### config.mk
export PLATFORM = sky130hd
export DESIGN_NAME = exc_commit_ctrl
export DESIGN_NICKNAME = d
export VERILOG_FILES = /design/src/rtl/exc_commit_ctrl_pkg.sv /design/src/rtl/exc_commit_ctrl_prio_enc.sv /design/src/rtl/exc_commit_ctrl.sv
export SDC_FILE = /design/constraint.sdc
export NUM_CORES = 1
export LEC_CHECK = 0
export ABC_AREA = 1
export CORE_AREA = 3 3 107 109
export CTS_BUF_LIST = sky130_fd_sc_hd__clkbuf_2
export DETAILED_ROUTE_END_ITERATION = 7
export DIE_AREA = 0 0 110 112
export GPL_ROUTABILITY_DRIVEN = 0
export GPL_TIMING_DRIVEN = 0
export PLACE_DENSITY_LB_ADDON = 0.12
export SLEW_MARGIN = 20
export SYNTH_ARGS = -nofsm -noshare
export SYNTH_HDL_FRONTEND = slang
export SYNTH_SLANG_ARGS = --single-unit
### constraint.sdc
create_clock -name clk -period 1.8 [get_ports clk]
set_input_delay 0.36 -clock clk [delete_from_list [all_inputs] [get_ports clk]]
set_output_delay 0.36 -clock clk [all_outputs]
set_load 0.005 [all_outputs]
### src/rtl/exc_commit_ctrl_pkg.sv
// Shared exception codes, flag bit positions and types for the WB exception/ERET commit controller.
package exc_commit_ctrl_pkg;

    localparam logic [4:0] EXC_INT  = 5'd0;
    localparam logic [4:0] EXC_ADEL = 5'd4;
    localparam logic [4:0] EXC_ADES = 5'd5;
    localparam logic [4:0] EXC_SYS  = 5'd8;
    localparam logic [4:0] EXC_BP   = 5'd9;
    localparam logic [4:0] EXC_RI   = 5'd10;
    localparam logic [4:0] EXC_OV   = 5'd12;
    localparam logic [4:0] NO_EX    = 5'h1f;

    // Bit positions inside ws_ex_flags = {adel_if, ri, ov, sys, bp, adel_d, ades_d}
    localparam int FLAG_ADEL_IF = 6;
    localparam int FLAG_RI      = 5;
    localparam int FLAG_OV      = 4;
    localparam int FLAG_SYS     = 3;
    localparam int FLAG_BP      = 2;
    localparam int FLAG_ADEL_D  = 1;
    localparam int FLAG_ADES_D  = 0;

    typedef enum logic [1:0] {
        ST_IDLE  = 2'd0,
        ST_FLUSH = 2'd1,
        ST_REDIR = 2'd2
    } state_t;

endpackage

### src/rtl/exc_commit_ctrl_prio_enc.sv
// Pure combinational exception priority encoder: flags + pending interrupt -> taken code and side info.
module exc_prio_enc
    import exc_commit_ctrl_pkg::*;
(
    input  logic [6:0]  flags,
    input  logic        int_pend,
    input  logic [31:0] pc,
    input  logic [31:0] mem_addr,
    output logic        taken,
    output logic [4:0]  ex_code,
    output logic        pc_error,
    output logic [31:0] badvaddr
);

    always_comb begin
        // NOTE: all outputs get a default before the priority chain so no path can infer a latch.
        taken    = 1'b1;
        ex_code  = NO_EX;
        pc_error = 1'b0;
        badvaddr = 32'h0;
        if (int_pend) begin
            ex_code = EXC_INT;
        end else if (flags[FLAG_ADEL_IF]) begin
            ex_code  = EXC_ADEL;
            pc_error = 1'b1;
            badvaddr = pc;
        end else if (flags[FLAG_RI]) begin
            ex_code = EXC_RI;
        end else if (flags[FLAG_OV]) begin
            ex_code = EXC_OV;
        end else if (flags[FLAG_SYS]) begin
            ex_code = EXC_SYS;
        end else if (flags[FLAG_BP]) begin
            ex_code = EXC_BP;
        end else if (flags[FLAG_ADEL_D]) begin
            ex_code  = EXC_ADEL;
            badvaddr = mem_addr;
        end else if (flags[FLAG_ADES_D]) begin
            ex_code  = EXC_ADES;
            badvaddr = mem_addr;
        end else begin
            taken = 1'b0;
        end
    end

endmodule

### src/rtl/exc_commit_ctrl.sv
// WB-stage exception/ERET commit controller: CP0 strobes, pipeline flush, redirect handshake to fetch.
// Optional macro EXC_STATS_EN adds exc_count/eret_count statistics outputs.
module exc_commit_ctrl
    import exc_commit_ctrl_pkg::*;
#(
    parameter int unsigned FLUSH_CYCLES = 1,
    parameter logic [31:0] VEC_BEV1     = 32'hbfc00380,
    parameter logic [31:0] VEC_BEV0     = 32'h80000180
) (
    input  logic        clk,
    input  logic        reset,
    input  logic        ws_valid,
    input  logic [31:0] ws_pc,
    input  logic        ws_bd,
    input  logic [6:0]  ws_ex_flags,
    input  logic        ws_eret,
    input  logic [31:0] ws_mem_addr,
    input  logic [31:0] cp0_cause,
    input  logic [31:0] cp0_status,
    input  logic [31:0] cp0_epc,
    output logic [4:0]  ex_code,
    output logic        slot,
    output logic        eret,
    output logic [31:0] badvaddr,
    output logic        pc_error,
    output logic [31:0] cp0_wdata,
    output logic        ws_allowin,
    output logic        flush,
    output logic        redirect_valid,
    output logic [31:0] redirect_pc,
    input  logic        redirect_ready
`ifdef EXC_STATS_EN
    ,
    output logic [31:0] exc_count,
    output logic [15:0] eret_count
`endif
);

    localparam int CW = (FLUSH_CYCLES > 1) ? $clog2(FLUSH_CYCLES) : 1;

    state_t          state, state_nxt;
    logic [CW-1:0]   flush_cnt;
    logic            int_pend;
    logic            commit;
    logic            exc_take;
    logic            enc_taken;
    logic [4:0]      enc_code;
    logic            enc_pc_error;
    logic [31:0]     enc_badvaddr;
    logic [31:0]     target;
    logic            unused_bits;

    assign int_pend = (|(cp0_cause[15:8] & cp0_status[15:8])) & cp0_status[0] & ~cp0_status[1];
    assign unused_bits = ^{cp0_cause[31:16], cp0_cause[7:0],
                           cp0_status[31:23], cp0_status[21:16], cp0_status[7:2]};

    exc_prio_enc u_prio (
        .flags    (ws_ex_flags),
        .int_pend (int_pend),
        .pc       (ws_pc),
        .mem_addr (ws_mem_addr),
        .taken    (enc_taken),
        .ex_code  (enc_code),
        .pc_error (enc_pc_error),
        .badvaddr (enc_badvaddr)
    );

    // Only an IDLE controller with a valid WB instruction may tag anything; otherwise CP0 sees idle strobes.
    assign commit   = (state == ST_IDLE) & ws_valid & ((|ws_ex_flags) | int_pend | ws_eret);
    assign exc_take = commit & enc_taken;

    assign ex_code   = exc_take ? enc_code : NO_EX;
    assign slot      = exc_take & ws_bd;
    assign eret      = commit & ws_eret & ~enc_taken;
    assign badvaddr  = exc_take ? enc_badvaddr : 32'h0;
    assign pc_error  = exc_take & enc_pc_error;
    assign cp0_wdata = exc_take ? ws_pc : 32'h0;
    assign target    = exc_take ? (cp0_status[22] ? VEC_BEV1 : VEC_BEV0) : cp0_epc;

    always_ff @(posedge clk) begin
        // NOTE: sequential state uses non-blocking assignments so every register samples pre-edge values.
        if (reset) state <= ST_IDLE;
        else       state <= state_nxt;
    end

    always_ff @(posedge clk) begin
        if (reset) begin
            flush_cnt   <= '0;
            redirect_pc <= 32'h0;
        end else if (commit) begin
            flush_cnt   <= CW'(FLUSH_CYCLES - 1);
            redirect_pc <= target;
        end else if ((state == ST_FLUSH) && (flush_cnt != '0)) begin
            flush_cnt   <= flush_cnt - 1'b1;
        end
    end

    always_comb begin
        state_nxt      = state;
        ws_allowin     = 1'b0;
        flush          = 1'b0;
        redirect_valid = 1'b0;
        unique case (state)
            ST_IDLE: begin
                ws_allowin = 1'b1;
                if (commit) state_nxt = ST_FLUSH;
            end
            ST_FLUSH: begin
                flush = 1'b1;
                if (flush_cnt == '0) state_nxt = ST_REDIR;
            end
            ST_REDIR: begin
                redirect_valid = 1'b1;
                if (redirect_ready) state_nxt = ST_IDLE;
            end
            default: state_nxt = ST_IDLE;
        endcase
    end

`ifdef EXC_STATS_EN
    always_ff @(posedge clk) begin
        if (reset) begin
            exc_count  <= 32'h0;
            eret_count <= 16'h0;
        end else begin
            if (exc_take) exc_count  <= exc_count + 32'd1;
            if (eret)     eret_count <= eret_count + 16'd1;
        end
    end
`endif

endmodule

# --- Yosys cells after proc, flatten, opt, wreduce, memory -nomap -nowiden ---
# Cells that the tools add are included.
word_totals:
  word_cells: 67
  input_bits: 173
  ff_bits: 35
classes:
  n_bitwise: 14
  n_eq_ne: 5
  reduce_logical: 6
  addsub: 1
  mux: 38
ops:
  columns: ["cell", "count"]
  rows:
  - ["$mux 32", 11]
  - ["$mux 5", 9]
  - ["$mux 30", 1]
  - ["$mux 1", 13]
  - ["$and 1x1->1", 9]
  - ["$and 8x8->8", 1]
  - ["$reduce_or 8->1", 1]
  - ["$reduce_or 7->1", 1]
  - ["$mux 2", 3]
  - ["$ne 2x2->1 const B", 3]
  - ["$pmux 2 s3", 1]
  - ["$reduce_and 3->1", 1]
  - ["$eq 2x1->1 const B", 1]
  - ["$eq 2x2->1 const B", 1]
  - ["$logic_not 2->1", 1]
  - ["$not 1->1", 2]
  - ["$or 1x1->1", 2]
  - ["$reduce_or 2->1", 1]
  - ["$logic_and 1x1->1", 1]
  - ["$sub 1x1->1 const B", 1]

# --- Logic depth before layout (Yosys ltp) ---
depth:
  ltp_word: 10
  depth_mapped: 12
  depth_no_buf: 11

# --- Cells and area by module ---
# From an unflattened synthesis, not the netlist that was laid out.
unflattened:
  cells_unflattened: 474
  hier_area_um2: 2673.8
modules_own_cells:
  columns: ["module", "instances", "area_each_um2", "cells_each"]
  rows:
  - ["exc_commit_ctrl", 1, 1994.4, 340]
  - ["exc_prio_enc", 1, 679.4, 134]

# --- Least setup slack after synthesis ---
# No wires, ideal clock.
synth_timing:
  path_type: "input to output"
  startpoint: "input port ws_ex_flags[1]"
  endpoint: "output port cp0_wdata[22]"
  t_required_ns: 1.440
  t_arrival_ns: 1.364
  path_stages: 7
  path_slack_ns: 0.076
  cell_sequence: "or2_1 > nor3_4 > nand2_2 > nand2_4 > buf_6 > buf_4 > nor2_1"
synth_via:
  elab_chain_cells: 9
  elab_cells_between_ends: 13
  cone_classes: "mux: 8; bitwise: 4; reduce/logical: 1"
synth_lines:
  columns: ["element", "line", "rtl"]
  rows:
  - ["from (decl)", "exc_commit_ctrl.sv:15", "input logic [6:0] ws_ex_flags,"]
  - ["$mux 1", "exc_commit_ctrl_prio_enc.sv:35", "end else if (flags[FLAG_ADEL_D]) begin"]
  - ["$mux 1", "exc_commit_ctrl_prio_enc.sv:33", "end else if (flags[FLAG_BP]) begin"]
  - ["$mux 1", "exc_commit_ctrl_prio_enc.sv:31", "end else if (flags[FLAG_SYS]) begin"]
  - ["$mux 1", "exc_commit_ctrl_prio_enc.sv:29", "end else if (flags[FLAG_OV]) begin"]
  - ["$mux 1", "exc_commit_ctrl_prio_enc.sv:27", "end else if (flags[FLAG_RI]) begin"]
  - ["$mux 1", "exc_commit_ctrl_prio_enc.sv:23", "end else if (flags[FLAG_ADEL_IF]) begin"]
  - ["$mux 1", "exc_commit_ctrl_prio_enc.sv:21", "if (int_pend) begin"]
  - ["$and 1x1->1 (*)", "exc_commit_ctrl.sv:70", "assign exc_take = commit & enc_taken;"]
  - ["$mux 32 (*)", "exc_commit_ctrl.sv:77", "assign cp0_wdata = exc_take ? ws_pc : 32'h0;"]
  - ["to (decl)", "exc_commit_ctrl.sv:26", "output logic [31:0] cp0_wdata,"]
# Every way passes the cells marked *; elsewhere a longest branch is shown, timed or not.

# --- Final worst setup path ---
layout_timing:
  startpoint: "input port ws_ex_flags[3]"
  endpoint: "output port eret"
layout_via:
  elab_chain_cells: 7
  elab_cells_between_ends: 12
  cone_classes: "mux: 5; bitwise: 6; reduce/logical: 1"
layout_lines:
  columns: ["element", "line", "rtl"]
  rows:
  - ["parallel branches: the longest is 6 deep, another holds $reduce_or 7->1", null, null]
  - ["$and 1x1->1 (*)", "exc_commit_ctrl.sv:74", "assign eret = commit & ws_eret & ~enc_taken;"]
  - ["to (decl)", "exc_commit_ctrl.sv:23", "output logic eret,"]
# Every way passes the cells marked *.

==> flow_metrics.py <==
metrics = {
    "yosys": {
        "synth_cell_type_count": 29,
        "ys_warn_count": 0,
        "ys_seq_area_frac": 0.2843,
        "syn-instance-count": 427,
        "syn_avg_cell_area_sq_um": 5.773,
        "synth_area_sq_mm": 0.002465,
        "syn-num-nets": 600,
        "ys_ff_latch": 35,
    },
    "clock_network": {
        "cts_tree": "yes",
        "cts_root_buf": "clkbuf_2",
        "cts.clk_slew.worst_paths_ps": 240,
        "h-tree-depth": 2,
        "numCtsBuffers": 5,
        "cts_buffer_depth": 2,
        "clock_latency_ps": 410,
        "clock_sinks": 35,
    },
    "sta": {
        "setup_slack_ps": -336.7,
        "min_period_ps": 2137,
        "rsz0062_at_grt": "yes",
        "max_freq_mhz": 468.0,
        "slew_headroom": 0.5377,
        "worst_pin_slew_ps": 693.4,
        "finalHoldViolations": 0,
        "maxSlewViolCount": 0,
        "clock_skew_ps": 22.57,
        "timing.final.crit_share": 1.187,
        "setup_viol": 72,
    },
    "hold_path": {
        "hold_class": "in -> reg",
        "hp-start": "reset",
    },
    "floorplanning": {
        "core-area_sq_mm": 0.01070,
        "dieArea_sq_mm": 0.01232,
        "die-height_microns": 112,
        "rows": 38,
        "die_w_microns": 110,
        "ios": 280,
        "initial_utilization": 0.2304,
    },
    "routing": {
        "num_vias": 3721,
        "first_pass_iters": 4,
        "remaining_drc_errors": 0,
        "vias_per_cell": 4.352,
        "ant_nets": 0,
        "wl_per_cell_microns": 15.07,
        "finalWirelength_microns": 12890,
        "drtIter0Drc": 147,
    },
    "global_route": {
        "grt_first_pass_wirelength_microns": 19120,
        "grt_antenna_before_repair": 1,
        "grt_usage": 0.1954,
        "overflow": 0,
        "grt_pass1_vias": 3705,
        "grt_start_max_net_pins": 14,
    },
    "worst_setup_path": {
        "cp_data_required_time_ps": 1440,
        "cp-startpoint": "ws_ex_flags[3]",
        "crit-reg2reg-launch": "state[1]$_SDFFE_PP0P_",
        "cp.arrival_ps": 1780,
        "end_kind": "output port",
        "regToRegSetupSlack_ps": 200,
        "path_class": "in -> out",
        "cp-start-kind": "primary input",
        "crit_fanout": 2,
    },
    "final_layout": {
        "regArea_sq_um": 703.2,
        "layout_commonest_cell": "clkdlybuf4s50_1",
        "fin_nets": 887,
        "fillers": 1044,
        "instances_no_fill": 855,
        "syn2layout_area_growth_pct": 134.1,
        "n_antenna_cell": 0,
        "drive_gt1_frac": 0.3902,
        "final_area_sq_mm": 0.005771,
        "final_cell_mix": "clkdlybuf4s50_1, nand2_1, buf_2, inv_1, dfxtp_1",
        "final_core_util": 0.5394,
        "multi_input_area_sq_mm": 0.001902,
    },
    "power_and_ir_drop": {
        "power_density_mw_per_mm2": 436.5,
        "netSwitchingFraction": 0.3614,
        "total_power_mw": 2.519,
        "vdd_ir_drop_max_mv": 0.2970,
        "comb_power_share": 0.508,
        "pwr-share-clk": 0.165,
        "seqPwrFrac": 0.327,
        "intPower_mw": 1.609,
        "switchingPower_uw": 910.3,
        "leakage_nw": 2.649,
    },
    "run": {
        "maxCapViolCount": 0,
    },
    "placement": {
        "place_area_sq_mm": 0.004972,
        "hpwlAfterDp_microns": 9464,
        "portBuffers": 233,
        "place_inst": 800,
    },
    "run_status": {
        "violations": "setup timing",
        "outcome": "complete, but fails checks",
    },
}
## synthesized netlist by cell type
cell type  instances  area share
clkbuf_1           9       0.014
buf_6              2      0.0091
nand3_1            4      0.0081
nor2_4             1      0.0046
inv_2              2      0.0030
buf_1              3      0.0046
a21oi_1           13       0.026
nor3_1            32       0.065
nor3_2             1      0.0041
nand2_1          133        0.20
o21ai_0           31       0.063
o2111ai_1          1      0.0036
nand3_2            1      0.0041
a21oi_2            9       0.032
or2_1              1      0.0025
nand2_2           11       0.028
or2_4              1      0.0036
dfxtp_1           35        0.28
nand2_4            1      0.0046
nor2_2             1      0.0025
nor2_1            64       0.097
o211ai_1           1      0.0030
nor4_1             1      0.0025
a31oi_1            3      0.0076
buf_4              8       0.024
nor3_4             1      0.0066
inv_1             51       0.078
buf_2              5       0.010
clkinv_1           1      0.0015
## power groups by stage
stage / combinational [mW] / sequential (mW) / clock, mW
final: 1.28 / 0.824 / 0.417
after global routing: 1.38 / 0.829 / 0.460
after global placement: 0.973 / 0.837 / 0
after floorplan: 0.350 / 0.839 / 0
after detailed placement: 0.981 / 0.838 / 0
after CTS: 1.22 / 0.824 / 0.432
## registers in the layout, indices dropped and copies added (netlist names)
signal	flops
redirect_pc	32
flush_cnt	1
state	2
## cell type report
| cell class | count | share of cell area |
|---|---|---|
| tap | 140 | 0.03036 |
| clock inverter | 3 | 0.004120 |
| clock buffer | 5 | 0.004337 |
| sequential | 35 | 0.1219 |
| inverter | 54 | 0.03643 |
| multi-input combinational | 311 | 0.3296 |
| buffer | 25 | 0.04792 |
| timing repair buffer | 282 | 0.4254 |
## worst paths after layout
kind | end | cells after the start
hold / removal | redirect_pc[10]$_SDFFE_PP0P_ | 2
hold reg to reg | redirect_pc[16]$_SDFFE_PP0P_ | 2
setup reg to reg | redirect_pc[1]$_SDFFE_PP0P_ | 10
setup / recovery | eret | 11
## cells by family (layout without fill, tap and decap cells)
logic type,count (synthesis),count (layout),synth area share
buffers and inverters,81,369,0.1442
AND/OR/NAND/NOR,253,253,0.4360
flip-flops,35,35,0.2843
AO/OA/AOI/OAI,58,58,0.1355
## critical path: stages
cell and delay, ps:
buf_2 110, or2_4 240, nor3_4 220, nand2_4 100, buf_4 140, buf_6 100, buf_6 100, buf_6 110
nor2_4 100, buf_8 110, buf_6 80
## metrics by stage
stage	worst slack, ps	hold WS, ps	TNS (ps)
after floorplan	75.89	444.4	0
after global placement	-1163	447.8	-79590
after detailed placement	-1142	454.1	-81350
after CTS	-421.6	291.6	-20330
after global routing	-426.2	289.4	-24400
final	-336.7	311.9	-16000
## per-layer routing
metal	wire (microns)	global-route usage	up-vias
met5	13	0	-
met2	6444	0.3556	160
li1	-	-	1885
met1	4852	0.2147	1658
met3	1403	0.07130	16
met4	171	0.03741	2
## timing repair
item                       4_1_cts  5_1_grt
pin swaps                       34       20
resized for setup              504       62
cloned                           6        0
hold buffers                     0        0
setup buffers                   42        3
setup endpoints to repair       75       89
No activity file was read; power rests on OpenSTA's default activity.
